`config.mk`:
```
export PLATFORM = sky130hd
export DESIGN_NAME = ram_wr_ctrl_flat
export DESIGN_NICKNAME = d
export VERILOG_FILES = /design/src/rtl/ram_wr_ctrl_if.sv /design/src/rtl/ram_wr_ctrl.sv /design/src/flat_wrapper.sv
export SDC_FILE = /design/constraint.sdc
export NUM_CORES = 1
export LEC_CHECK = 0
export ABC_CLOCK_PERIOD_IN_PS = 4300
export BUFFER_PORTS_ARGS = -buffer_cell sky130_fd_sc_hd__buf_2
export CAP_MARGIN = 10
export CORE_MARGIN = 3
export CORE_UTILIZATION = 55
export DETAILED_ROUTE_END_ITERATION = 6
export GPL_TIMING_DRIVEN = 0
export PLACE_DENSITY_LB_ADDON = 0.08
export SYNTH_ARGS = -nofsm -noshare
export SYNTH_HDL_FRONTEND = slang
export SYNTH_SLANG_ARGS = --single-unit
```
`constraint.sdc`:
```
create_clock -name clk -period 4.3 [get_ports clk]
set_input_delay 0.86 -clock clk [delete_from_list [all_inputs] [get_ports clk]]
set_output_delay 0.86 -clock clk [all_outputs]
set_load 0.01 [all_outputs]
```
`src/rtl/ram_wr_ctrl_if.sv`:
```
// ram_wr_ctrl_if
//   Bundles the board-facing signals of the RAM write controller.
//   master : board / stimulus side (drives keys, switches, test hook)
//   slave  : ram_wr_ctrl (drives readback data, status and 7-segment digits)
//   Signals:
//     wr_key_n, rd_key_n  active-low push buttons, asynchronous to clk
//     addr_in, data_in    switch-selected address and write data
//     wr_inhibit          test hook: suppresses the RAM write enable so a
//                         write completes with a forced readback mismatch;
//                         tie low in normal use
//     data_out            last word read from RAM
//     busy, done          controller busy level / one-cycle completion pulse
//     wr_err, wr_count    readback mismatch flag / completed write counter
//     HEX0..HEX3          active-low segments a..g, index 0 = segment a
interface ram_wr_ctrl_if #(
   parameter int DATA_WIDTH    = 16,
   parameter int ADDRESS_WIDTH = 5
);
   logic                     wr_key_n;
   logic                     rd_key_n;
   logic [ADDRESS_WIDTH-1:0] addr_in;
   logic [DATA_WIDTH-1:0]    data_in;
   logic                     wr_inhibit;
   logic [DATA_WIDTH-1:0]    data_out;
   logic                     busy;
   logic                     done;
   logic                     wr_err;
   logic [7:0]               wr_count;
   logic [0:6]               HEX0;
   logic [0:6]               HEX1;
   logic [0:6]               HEX2;
   logic [0:6]               HEX3;

   modport master (
      output wr_key_n, rd_key_n, addr_in, data_in, wr_inhibit,
      input  data_out, busy, done, wr_err, wr_count, HEX0, HEX1, HEX2, HEX3
   );

   modport slave (
      input  wr_key_n, rd_key_n, addr_in, data_in, wr_inhibit,
      output data_out, busy, done, wr_err, wr_count, HEX0, HEX1, HEX2, HEX3
   );
endinterface

```
`src/rtl/ram_wr_ctrl.sv`:
```
// ram_wr_ctrl
//   Push-button controller for an on-chip synchronous RAM. A debounced write
//   press stores the switch word at the switch address, reads it back and
//   flags a mismatch; a debounced read press just reads an address. The last
//   word read is held on data_out and shown on four 7-segment digits.
//   Ports:
//     clk  50 MHz system clock, rising edge
//     rst  synchronous active-high reset (RAM contents are kept)
//     bus  ram_wr_ctrl_if.slave: keys, switches, status, HEX digits
module ram_wr_ctrl #(
   parameter int DATA_WIDTH      = 16,
   parameter int ADDRESS_WIDTH   = 5,
   parameter int DEBOUNCE_CYCLES = 500000
) (
   input logic         clk,
   input logic         rst,
   ram_wr_ctrl_if.slave bus
);

   localparam int DEPTH = 2 ** ADDRESS_WIDTH;
   localparam int CNT_W = $clog2(DEBOUNCE_CYCLES + 1);
   localparam logic [CNT_W-1:0] CNT_LAST = CNT_W'(DEBOUNCE_CYCLES - 1);

   typedef enum logic [2:0] {
      IDLE, WRITE, RB_ADDR, RB_CHECK, READ, READ_WAIT
   } state_t;

   // Active-low glyphs, segment a in the leftmost bit.
   function automatic logic [0:6] seg7(input logic [3:0] d);
      case (d)
         4'h0: seg7 = 7'b0000001;
         4'h1: seg7 = 7'b1001111;
         4'h2: seg7 = 7'b0010010;
         4'h3: seg7 = 7'b0000110;
         4'h4: seg7 = 7'b1001100;
         4'h5: seg7 = 7'b0100100;
         4'h6: seg7 = 7'b0100000;
         4'h7: seg7 = 7'b0001111;
         4'h8: seg7 = 7'b0000000;
         4'h9: seg7 = 7'b0000100;
         4'hA: seg7 = 7'b0001000;
         4'hB: seg7 = 7'b1100000;
         4'hC: seg7 = 7'b0110001;
         4'hD: seg7 = 7'b1000010;
         4'hE: seg7 = 7'b0110000;
         default: seg7 = 7'b0111000;
      endcase
   endfunction

   // Index 0 = write key, index 1 = read key.
   logic [1:0]       key_raw;
   logic [1:0]       sync1;
   logic [1:0]       sync2;
   logic [1:0]       level;
   logic [1:0]       level_d;
   logic [CNT_W-1:0] cnt [2];
   logic [1:0]       press;

   state_t state, state_nxt;
   logic   busy, done, we, latch_wr, latch_rd, chk, rd_fin;

   logic [ADDRESS_WIDTH-1:0] addr_q;
   logic [DATA_WIDTH-1:0]    data_q;
   logic [DATA_WIDTH-1:0]    mem [DEPTH];
   logic [DATA_WIDTH-1:0]    q;
   logic [DATA_WIDTH-1:0]    data_out_q;
   logic                     wr_err_q;
   logic [7:0]               wr_count_q;

   assign key_raw = {bus.rd_key_n, bus.wr_key_n};

   // ---- key conditioning: 2-FF sync, then debounce ----
   // The counter only runs while the synced level differs from the accepted
   // level; any return to the accepted level (i.e. any bounce) clears it.
   always_ff @(posedge clk) begin
      if (rst) begin
         sync1   <= 2'b11;
         sync2   <= 2'b11;
         level   <= 2'b11;
         level_d <= 2'b11;
         for (int k = 0; k < 2; k++) cnt[k] <= '0;
      end else begin
         sync1   <= key_raw;
         sync2   <= sync1;
         level_d <= level;
         for (int k = 0; k < 2; k++) begin
            if (sync2[k] != level[k]) begin
               if (cnt[k] == CNT_LAST) begin
                  level[k] <= sync2[k];
                  cnt[k]   <= '0;
               end else begin
                  cnt[k] <= cnt[k] + 1'b1;
               end
            end else begin
               cnt[k] <= '0;
            end
         end
      end
   end

   // Falling edge of the accepted level only; release is silent.
   assign press = level_d & ~level;

   // ---- FSM: state register ----
   always_ff @(posedge clk) begin
      if (rst) state <= IDLE;
      else     state <= state_nxt;
   end

   // ---- FSM: next state ----
   always_comb begin
      state_nxt = state;
      case (state)
         IDLE: begin
            if (press[0])      state_nxt = WRITE;
            else if (press[1]) state_nxt = READ;
         end
         WRITE:     state_nxt = RB_ADDR;
         RB_ADDR:   state_nxt = RB_CHECK;
         RB_CHECK:  state_nxt = IDLE;
         READ:      state_nxt = READ_WAIT;
         READ_WAIT: state_nxt = IDLE;
         default:   state_nxt = IDLE;
      endcase
   end

   // ---- FSM: outputs ----
   // rst gates we and done so a write caught by reset never reaches the RAM.
   always_comb begin
      busy     = (state != IDLE);
      done     = !rst && ((state == RB_CHECK) || (state == READ_WAIT));
      we       = !rst && (state == WRITE) && !bus.wr_inhibit;
      latch_wr = (state == IDLE) && press[0];
      latch_rd = (state == IDLE) && press[1] && !press[0];
      chk      = (state == RB_CHECK);
      rd_fin   = (state == READ_WAIT);
   end

   // ---- operand latch (switches ignored after this cycle) ----
   always_ff @(posedge clk) begin
      if (latch_wr) begin
         addr_q <= bus.addr_in;
         data_q <= bus.data_in;
      end else if (latch_rd) begin
         addr_q <= bus.addr_in;
      end
   end

   // ---- RAM: synchronous write, registered read; not reset ----
   always_ff @(posedge clk) begin
      if (we) mem[addr_q] <= data_q;
      q <= mem[addr_q];
   end

   // ---- result registers ----
   always_ff @(posedge clk) begin
      if (rst) begin
         data_out_q <= '0;
         wr_err_q   <= 1'b0;
         wr_count_q <= '0;
      end else if (chk) begin
         data_out_q <= q;
         wr_err_q   <= (q != data_q);
         wr_count_q <= wr_count_q + 8'd1;
      end else if (rd_fin) begin
         data_out_q <= q;
      end
   end

   assign bus.data_out = data_out_q;
   assign bus.busy     = busy;
   assign bus.done     = done;
   assign bus.wr_err   = wr_err_q;
   assign bus.wr_count = wr_count_q;
   assign bus.HEX0     = seg7(data_out_q[3:0]);
   assign bus.HEX1     = seg7(data_out_q[7:4]);
   assign bus.HEX2     = seg7(data_out_q[11:8]);
   assign bus.HEX3     = seg7(data_out_q[15:12]);

endmodule

```
`src/flat_wrapper.sv`:
```
// flat-port wrapper written by rule: the top's interface ports become plain ports
module ram_wr_ctrl_flat 
#(
   parameter int DATA_WIDTH      = 16,
   parameter int ADDRESS_WIDTH   = 5,
   parameter int DEBOUNCE_CYCLES = 500000
)
  (clk, rst, bus_wr_key_n, bus_rd_key_n, bus_addr_in, bus_data_in, bus_wr_inhibit, bus_data_out, bus_busy, bus_done, bus_wr_err, bus_wr_count, bus_HEX0, bus_HEX1, bus_HEX2, bus_HEX3);
  ram_wr_ctrl_if #(.DATA_WIDTH(DATA_WIDTH), .ADDRESS_WIDTH(ADDRESS_WIDTH)) bus_i ();
  input logic clk;
  input logic rst;
  input wire logic [$bits(bus_i.wr_key_n)-1:0] bus_wr_key_n;
  input wire logic [$bits(bus_i.rd_key_n)-1:0] bus_rd_key_n;
  input wire logic [$bits(bus_i.addr_in)-1:0] bus_addr_in;
  input wire logic [$bits(bus_i.data_in)-1:0] bus_data_in;
  input wire logic [$bits(bus_i.wr_inhibit)-1:0] bus_wr_inhibit;
  output wire logic [$bits(bus_i.data_out)-1:0] bus_data_out;
  output wire logic [$bits(bus_i.busy)-1:0] bus_busy;
  output wire logic [$bits(bus_i.done)-1:0] bus_done;
  output wire logic [$bits(bus_i.wr_err)-1:0] bus_wr_err;
  output wire logic [$bits(bus_i.wr_count)-1:0] bus_wr_count;
  output wire logic [$bits(bus_i.HEX0)-1:0] bus_HEX0;
  output wire logic [$bits(bus_i.HEX1)-1:0] bus_HEX1;
  output wire logic [$bits(bus_i.HEX2)-1:0] bus_HEX2;
  output wire logic [$bits(bus_i.HEX3)-1:0] bus_HEX3;
  assign bus_i.wr_key_n = bus_wr_key_n;
  assign bus_i.rd_key_n = bus_rd_key_n;
  assign bus_i.addr_in = bus_addr_in;
  assign bus_i.data_in = bus_data_in;
  assign bus_i.wr_inhibit = bus_wr_inhibit;
  assign bus_data_out = bus_i.data_out;
  assign bus_busy = bus_i.busy;
  assign bus_done = bus_i.done;
  assign bus_wr_err = bus_i.wr_err;
  assign bus_wr_count = bus_i.wr_count;
  assign bus_HEX0 = bus_i.HEX0;
  assign bus_HEX1 = bus_i.HEX1;
  assign bus_HEX2 = bus_i.HEX2;
  assign bus_HEX3 = bus_i.HEX3;
  ram_wr_ctrl #(.DATA_WIDTH(DATA_WIDTH), .ADDRESS_WIDTH(ADDRESS_WIDTH), .DEBOUNCE_CYCLES(DEBOUNCE_CYCLES)) u_core (.clk(clk), .rst(rst), .bus(bus_i));
endmodule
```
==> results of run 1 <==
-- report_power, final --
group          switching, W  internal (W)  total (W)  leakage, nW
logic             0.0000395     0.0000242  0.0000637         3.15
clock network       0.00233       0.00337    0.00570         1.05
registers         0.0000161       0.00680    0.00681         5.83
-- path summary, 6_finish.rpt --
| kind | startpoint | endpoint | slack [ns] | cells past startpoint |
|---|---|---|---|---|
| max | rst | bus_done | 0.71 | 7 |
| min | u_core.sync1[1] | u_core.sync2[1] | 0.41 | 1 |
| max reg2reg | u_core.addr_q[1] | u_core.mem[31][8] | 0.94 | 6 |
| min reg2reg | u_core.sync1[1] | u_core.sync2[1] | 0.41 | 1 |
-- per-layer routing --
metal / global-route usage / vias to the layer above / part of all wire
li1: - / 6186 / -
met1: 0.3501 / 7349 / 0.39
met2: 0.4257 / 669 / 0.49
met3: 0.07039 / 121 / 0.091
met4: 0.07178 / 0 / 0.027
met5: 0 / - / 0
-- per-stage QoR --
step / hold WS (ns) / util / setup slack [ns]
2_1_floorplan: 0.3895 / - / 1.427
4_1_cts: 0.3969 / 0.6550 / 0.6879
5_1_grt: 0.4023 / 0.6580 / 0.5127
3_3_place_gp: 0.3922 / 0.5915 / 0.2562
6_report: 0.4056 / 0.6580 / 0.7147
3_5_place_dp: 0.3929 / 0.6079 / 0.6932
-- state kept, by name, indices dropped and copies added, names as in the netlist, 8 cells and up --
signal	cells
u_core.mem	512
u_core.bus.data_out	16
u_core.bus.wr_count	8
u_core.q	16
u_core.cnt	38
u_core.data_q	16
-- logic make-up after synthesis --
logic type      Yosys count  synth area share
compound gates          150           0.04343
xor+xnor                 59           0.02068
fa+ha+maj                27           0.01304
buf+inv                 101           0.01720
flops                   651            0.7239
mux                     156            0.1224
other cells               1         0.0001448
simple gates            299           0.05918
-- final cells by class --
class,count,share of cell area
clock buffers,89,0.06197
plain buffers,71,0.01100
inverters,30,0.003723
well taps,600,0.02482
repair buffers,125,0.04009
clock inverters,29,0.009515
multi-input cells,729,0.2290
flip-flops and latches,651,0.6199
-- cells in the final DEF, fill, tap and decap left out, types with 6 or more instances in the layout --
cell / count
nor2_2: 33
mux4_2: 128
a21oi_2: 9
nand2_1: 54
buf_2: 103
nor3_1: 6
nand3b_1: 7
buf_8: 25
nand4_1: 32
edfxtp_1: 571
clkbuf_1: 49
o22ai_1: 12
and3_1: 7
o21ai_0: 13
clkinv_1: 15
nand4b_1: 6
buf_16: 13
ha_1: 27
buf_1: 8
a21oi_1: 16
xor2_1: 28
or2_2: 9
mux2i_1: 23
nand3_1: 33
clkbuf_16: 71
nor3b_1: 15
nand2b_1: 10
conb_1: 38
nor2_1: 59
buf_6: 11
inv_1: 30
dfxtp_1: 80
xnor2_1: 30
a22oi_1: 64
==> impl_metrics.py, run 1 <==
metrics = {
    "critical_path": {
        "crit_required_ns": 3.44,
        "critPathMostFrequentCell": "buf_2",
        "crit_fanout": 10,
        "crit_chain": "buf_2, buf_2, buf_2, buf_1, buf_1, nor2_1, buf_2",
        "critPathKind": "in2out",
        "slowest_delay_ns": 0.53,
        "setup.worst_path.end_class": "output pin",
        "critPathTopFamily": "buffers and inverters",
        "worst-path-buf-inv": 6,
        "worstSetupStartpointType": "primary input",
        "critPathSlowestCell": "buf_1",
        "crit_arrival_ns": 2.73,
    },
    "timing": {
        "post-route-period-util": 0.8338,
        "maxSlewViolCount": 0,
        "hold_viol": 0,
        "relSlewSlack": 0.1392,
        "setup_tns_ns": 0,
        "fin_skew_ns": 0.01811,
        "worstMarginPinSlew_ns": 1.291,
        "setup_viol": 0,
        "fin_crit_ns": 3.585,
        "rsz0062_at_grt": "no",
        "fmax_mhz": 278.9,
    },
    "cts": {
        "cts-root-buf": "clkbuf_16",
        "cts_tree": "built",
        "numCtsBuffers": 67,
        "post_cts.repair.setup_buffers": 0,
        "ctsResizeCount": 0,
        "numClockSinks": 651,
        "h-tree-depth": 3,
        "clkTransAtPathRegs_ns": 0.05,
        "worstSkewPairLatency_ns": 0.61,
        "clockBufferDepth": 3,
        "cts-hold-fix-buffers": 0,
    },
    "detailed_routing": {
        "wl_per_cell_um": 27.72,
        "drc": 0,
        "drt-initial-drc-count": 1768,
        "routed_wl_um": 64410,
        "ant_nets": 0,
        "drt_first_pass_iters": 7,
        "vias": 14330,
        "via_per_inst": 6.164,
    },
    "layout": {
        "seq_area_sq_um": 18750,
        "fin_area_sq_um": 30240,
        "drive_gt1_frac": 0.2558,
        "multi_input_area_sq_um": 6925,
        "area_growth_syn_to_layout_pct": 16.78,
        "diodes": 0,
        "nFillCells": 3109,
        "finalNonFillerCells": 2324,
        "final_net_count": 1728,
    },
    "global_routing": {
        "grt_antenna_before_repair": 0,
        "grt_pass1_wl_um": 93580,
        "grt_max_degree": 34,
        "grt_pass1_vias": 14070,
        "overflow": 0,
        "grt_use_total": 0.2604,
    },
    "min_path": {
        "min_path_type": "reg2reg",
    },
    "die": {
        "die_x_um": 223.0,
        "start_util": 0.5634,
        "io_pins": 81,
        "core_sq_um": 45970,
        "die_h_um": 223.0,
        "die-area_sq_um": 49730,
        "num_rows": 78,
    },
    "synth": {
        "async_flop_share": 0,
        "syn_area_per_cell_sq_um": 17.93,
        "dominantRegCellSynth": "edfxtp_1",
        "seq_area_frac_synth": 0.7239,
        "synth_top_area_cell": "edfxtp_1",
        "synthCells": 1444,
        "synth_area_sq_um": 25900,
        "yosys_warnings": 0,
        "ys_top_cells_by_count": "571 x edfxtp_1, 128 x mux4_2, 92 x nor2_1",
        "synth_edf_count": 571,
        "synth_area_leaders": "edfxtp_1 66%, mux4_2 11%, dfxtp_1 6.2%",
        "synth_top_area_share": 0.6621,
        "yosysUniqueCellTypes": 63,
        "ys_ff_latch": 651,
        "yosysMostFrequentCell": "edfxtp_1",
    },
    "placed_design": {
        "gp_congestion": 0.9005,
        "placed_area_sq_um": 27940,
        "place_hpwl_um": 43780,
        "io_buffers": 80,
        "dp_cells": 2201,
    },
    "run_status": {
        "status": "complete, no violations",
    },
    "power_and_ir_drop": {
        "powerDensity_nw_per_um2": 415.9,
        "vdd_drop_max_v": 0.0004184,
        "power_w": 0.01258,
        "total_leakage_power_nw": 10.04,
    },
    "flow_run": {
        "drv_cap": 0,
    },
}
Note: power is estimated with default switching activity, not from simulation.
==> run 2: changes to the inputs <==
- ABC_CLOCK_PERIOD_IN_PS: 4300 -> 3250
- clock period: 4.3 -> 3.25 ns (I/O delays scaled with it)
==> run 2 against run 1 <==
Sequential share of layout area did not move. Wire length barely moved. Worst hold slack got worse by 0.19 ns. Sequential power grew 32%. Setup slack lost 0.55 ns. Die area unchanged. Final cell count stayed put. Critical path depth shrank 1.
==> impl_metrics.py, run 2 (synthesized netlist as in run 1, its figures left out) <==
metrics = {
    "global_routing": {
        "grt_pass1_wl_um": 93590,
        "overflow": 0,
        "grt_pass1_vias": 14070,
        "grt_use_total": 0.2604,
        "grt_max_degree": 34,
        "grt_antenna_before_repair": 0,
    },
    "timing": {
        "fin_skew_ns": 0.01969,
        "rsz0062_at_grt": "no",
        "fmax_mhz": 323.9,
        "post-route-period-util": 0.9499,
        "setup_slack_ns": 0.1629,
        "hold_viol": 0,
        "worstMarginPinSlew_ns": 1.255,
        "fin_crit_ns": 3.087,
        "setup_viol": 0,
        "maxSlewViolCount": 0,
        "relSlewSlack": 0.1633,
        "hold-worst-slack_ns": 0.2181,
    },
    "layout": {
        "regMostFlops": "u_core.mem",
        "layout_commonest_cell": "edfxtp_1",
        "layout_common_cells": "571 x edfxtp_1, 128 x mux4_2, 103 x buf_2",
        "drive_gt1_frac": 0.2565,
        "finalNonFillerCells": 2324,
        "largest_reg_flops": 512,
        "final_net_count": 1727,
        "top_regs": "u_core.mem (512), u_core.cnt (38)",
        "fin_area_sq_um": 30240,
        "area_growth_syn_to_layout_pct": 16.78,
    },
    "cts": {
        "worstSkewPairLatency_ns": 0.61,
        "cts-hold-fix-buffers": 0,
        "cts_tree": "built",
        "h-tree-depth": 3,
        "post_cts.repair.setup_buffers": 0,
        "clockBufferDepth": 3,
        "numCtsBuffers": 67,
        "numClockSinks": 651,
        "clkTransAtPathRegs_ns": 0.06,
        "cts-root-buf": "clkbuf_16",
    },
    "power_and_ir_drop": {
        "pwr-share-seq": 0.541,
        "powerDensity_nw_per_um2": 550.5,
        "clockPowerShare": 0.454,
        "total_leakage_power_nw": 10.04,
        "vdd_drop_max_v": 0.0005532,
        "power.switching_w": 0.003162,
        "swShare": 0.1899,
        "power.internal_w": 0.01349,
        "combinationalPowerShare": 0.005,
        "power_w": 0.01665,
    },
    "detailed_routing": {
        "vias": 14380,
        "via_per_inst": 6.188,
        "wl_per_cell_um": 27.73,
        "ant_nets": 0,
        "drt_first_pass_iters": 5,
        "drc": 0,
        "drt-initial-drc-count": 1704,
        "routed_wl_um": 64440,
    },
    "critical_path": {
        "crit_cells": 6,
        "crit_arrival_ns": 3.53,
        "worst-path-buf-inv": 3,
        "critPathMostFrequentCell": "clkbuf_1",
        "worstSetupStartpointType": "flip-flop",
        "crit_fanout": 10,
        "setup.worst_path.end_class": "flip-flop",
        "ff2ff_setup_slack_ns": 0.16,
        "slowest_delay_ns": 0.86,
        "critPathKind": "reg2reg",
        "crit_required_ns": 3.70,
        "critPathSlowestCell": "clkbuf_1",
        "crit_chain": "buf_2, clkbuf_1, clkbuf_1, mux4_2, a22oi_1, nand4_1",
        "worstRegToRegCells": 6,
        "critPathTopFamily": "buffers and inverters",
    },
    "min_path": {
        "min_path_type": "in2reg",
        "holdPathStages": 1,
    },
    "die": {
        "die-area_sq_um": 49730,
        "io_pins": 81,
        "core_sq_um": 45970,
        "die_x_um": 223.0,
        "num_rows": 78,
        "die_h_um": 223.0,
        "start_util": 0.5634,
    },
    "placed_design": {
        "io_buffers": 80,
        "gp_congestion": 0.9005,
        "place_hpwl_um": 43780,
        "dp_cells": 2201,
        "placed_area_sq_um": 27940,
        "place_ws_ns": -0.08749,
    },
    "flow_run": {
        "drv_cap": 0,
    },
    "run_status": {
        "status": "complete, no violations",
    },
}
[run 2: changes by cell type in the layout (fill, tap and decap cells not counted), sizes merged]
cell | before | now
buf | 162 | 161
diode | 0 | 1
[run 2: path summary, 6_finish.rpt]
check / startpoint / endpoint
hold / removal: bus_data_in[5] / u_core.data_q[5]
hold reg to reg: u_core.sync1[1] / u_core.sync2[1]
setup / recovery: u_core.addr_q[1] / u_core.q[13]
setup reg to reg: u_core.addr_q[1] / u_core.q[13]
[run 2: per-stage QoR]
stage / setup TNS [ns] / util
floorplan: 0 / -
global placement: -254.88 / 0.5915
detailed placement: -3.085 / 0.6079
CTS: 0 / 0.6550
global route: 0 / 0.6579
finish: 0 / 0.6580
[run 2: power groups by stage]
stage          registers, W  clock network (W)  logic [W]
5_1_grt             0.00901            0.00800  0.0000948
6_report            0.00901            0.00755  0.0000833
4_1_cts             0.00901            0.00769  0.0000838
2_1_floorplan       0.00919                  0  0.0000520
3_3_place_gp        0.00919                  0  0.0000818
3_5_place_dp        0.00919                  0  0.0000831
[run 2: layout make-up]
| class | count | area (sq um) |
|---|---|---|
| Clock inverter | 29 | 287.8 |
| Tap cell | 600 | 750.7 |
| Fill cell | 3111 | 15720 |
| Sequential cell | 651 | 18750 |
| Clock buffer | 89 | 1874 |
| Inverter | 30 | 112.6 |
| Antenna cell | 1 | 2.502 |
| Multi-Input combinational cell | 729 | 6925 |
| Buffer | 70 | 330.3 |
| Timing Repair Buffer | 125 | 1212 |
[run 2: worst register-to-register path: stages (launching register included)]
cell	delay, ns
edfxtp_1	0.32
buf_2	0.18
clkbuf_1	0.41
clkbuf_1	0.86
mux4_2	0.47
a22oi_1	0.53
nand4_1	0.16
[run 2: timing repair]
| action | CTS | global route |
|---|---|---|
| hold endpoints to repair | 0 | 0 |
| pin swaps | 0 | 0 |
| setup endpoints to repair | 70 | 1 |
| gates resized for setup | 1 | 0 |
[run 2: routing by layer]
layer  vias to the layer above  wire, um  global-route usage
met4                         0      1848             0.07178
met1                      7380     25260              0.3501
met5                         -         0                   0
met3                       132      5839             0.06974
met2                       682     31490              0.4262
li1                       6188         -                   -
==> run 3: changes to the inputs <==
- CORE_MARGIN: 3 -> unset
- CTS_BUF_LIST: unset -> sky130_fd_sc_hd__clkbuf_4
==> run 3 against run 2 <==
Clock power shrank 12%. The run now ends with DRC left. Critical path depth fell by 2. Register-to-register slack hardly changed. First-iteration DRC count shrank 7.6%.
==> impl_metrics.py, run 3 (synthesized netlist as in run 1, its figures left out) <==
metrics = {
    "power_and_ir_drop": {
        "power.switching_w": 0.003328,
        "combinationalPowerShare": 0.007,
        "vdd_drop_max_v": 0.0003469,
        "power.internal_w": 0.01245,
        "total_leakage_power_nw": 10.28,
        "powerDensity_nw_per_um2": 519.2,
        "clockPowerShare": 0.422,
        "swShare": 0.2109,
        "pwr-share-seq": 0.571,
    },
    "critical_path": {
        "crit_arrival_ns": 2.46,
        "setup.worst_path.end_class": "output pin",
        "startpoint": "u_core.state[0]",
        "worstSetupStartpointType": "flip-flop",
        "crit_fanout": 10,
        "critPathMostFrequentCell": "buf_2",
        "slowest_delay_ns": 0.44,
        "crit_required_ns": 2.60,
        "timing.rr.start": "u_core.addr_q[0]",
        "critPathKind": "reg2out",
        "worst-path-buf-inv": 3,
        "critPathSlowestCell": "or3_1",
        "crit_chain": "clkbuf_2, buf_2, or3_1, buf_2",
        "critPathTopFamily": "buffers and inverters",
    },
    "layout": {
        "layout_common_cells": "571 x edfxtp_1, 237 x clkbuf_4, 128 x mux4_2",
        "largest_reg_flops": 512,
        "finalCoreUtilization": 0.6541,
        "fin_area_sq_um": 30390,
        "drive_gt1_frac": 0.3155,
        "regMostFlops": "u_core.mem",
        "multi_input_area_sq_um": 6955,
        "top_regs": "u_core.mem (512), u_core.cnt (38)",
        "nFillCells": 3308,
        "area_growth_syn_to_layout_pct": 17.33,
        "final_net_count": 1841,
        "seq_area_sq_um": 18750,
        "layout_commonest_cell": "edfxtp_1",
    },
    "run_status": {
        "status": "complete, but fails checks",
        "violations": "DRC",
    },
    "detailed_routing": {
        "drc": 5,
        "ant_nets": 0,
        "drt_first_pass_iters": 7,
        "routed_wl_um": 66340,
        "vias": 15170,
        "wl_per_cell_um": 26.28,
        "drt-initial-drc-count": 1575,
        "via_per_inst": 6.011,
    },
    "placed_design": {
        "gp_congestion": 0.8890,
        "io_buffers": 80,
        "place_hpwl_um": 43910,
        "place_ws_ns": -0.1180,
        "placed_area_sq_um": 27970,
    },
    "timing": {
        "setup_slack_ns": 0.1418,
        "fmax_mhz": 321.7,
        "setup_viol": 0,
        "fin_crit_ns": 3.108,
        "fin_skew_ns": 0.05031,
        "hold_viol": 0,
        "post-route-period-util": 0.9564,
        "hold-worst-slack_ns": 0.2373,
        "rsz0062_at_grt": "no",
        "maxSlewViolCount": 0,
        "worstMarginPinSlew_ns": 1.301,
        "relSlewSlack": 0.1324,
    },
    "cts": {
        "numClockSinks": 651,
        "cts_tree": "built",
        "clkTransAtPathRegs_ns": 0.07,
        "clockBufferDepth": 3,
        "h-tree-depth": 4,
        "post_cts.repair.setup_buffers": 0,
        "worstSkewPairLatency_ns": 1.03,
        "numCtsBuffers": 161,
        "cts-root-buf": "clkbuf_4",
    },
    "min_path": {
        "holdCritStartpoint": "rst",
        "min_path_type": "in2reg",
    },
    "global_routing": {
        "grt_pass1_vias": 14920,
        "overflow": 0,
        "grt_max_degree": 34,
        "grt_use_total": 0.2872,
        "grt_pass1_wl_um": 95630,
        "grt_antenna_before_repair": 2,
    },
    "die": {
        "die-area_sq_um": 47960,
        "io_pins": 81,
        "die_h_um": 219.0,
        "die_x_um": 219.0,
        "start_util": 0.5574,
        "num_rows": 79,
        "core_sq_um": 46460,
    },
    "flow_run": {
        "drv_cap": 0,
    },
}
## run 3: power groups by stage
stage | registers (W) | clock network, W | logic, W
after floorplan | 0.00919 | 0 | 0.0000520
final | 0.00901 | 0.00666 | 0.000105
after global routing | 0.00901 | 0.00719 | 0.000117
after global placement | 0.00919 | 0 | 0.0000809
after detailed placement | 0.00919 | 0 | 0.0000824
after CTS | 0.00901 | 0.00675 | 0.000104
## run 3: cell type report
cell class,count,share of cell area
Clock inverter,46,0.007123
Inverter,30,0.003706
Multi-Input combinational cell,729,0.2289
Clock buffer,237,0.05855
Sequential cell,651,0.6170
Timing Repair Buffer,146,0.04818
Antenna cell,9,0.0007412
Tap cell,607,0.02499
Buffer,69,0.01083
## run 3: final timing paths
| kind | end | slack [ns] | depth (start not counted) |
|---|---|---|---|
| worst max-delay path | bus_busy | 0.14 | 4 |
| worst min register to register | u_core.sync2[0] | 0.37 | 1 |
| worst max register to register | u_core.mem[1][8] | 0.17 | 6 |
| worst min-delay path | u_core.bus.data_out[14] | 0.24 | 4 |
## run 3: timing repair
item,in CTS,in global routing
endpoints found under the setup margin,36,96
hold endpoints to repair,23,0
gates resized for setup,5,6
cloned,0,0
hold buffers,23,0
## run 3: routing by layer
layer,track usage,up-vias,part of all wire
met2,0.4401,833,0.47
met3,0.07443,162,0.098
met5,0,-,0
li1,-,6544,-
met4,0.1472,0,0.042
met1,0.3820,7634,0.39
## run 3: metrics by stage
stage          total power, W  setup TNS [ns]  cells
6_report              0.01578               0   2524
5_1_grt               0.01631               0   2520
4_1_cts               0.01586      -0.0005462   2511
3_5_place_dp         0.009273          -5.403   2206
3_3_place_gp         0.009271         -241.40   2168
2_1_floorplan        0.009237               0   1481
## run 3: worst min-delay path, delay by kind of cell
| kind | cells | cell delay, ns |
|---|---|---|
| buffers and inverters | 2 | 0.24 |
| AND/OR/NAND/NOR | 1 | 0.20 |
| AO/OA/AOI/OAI | 1 | 0.14 |
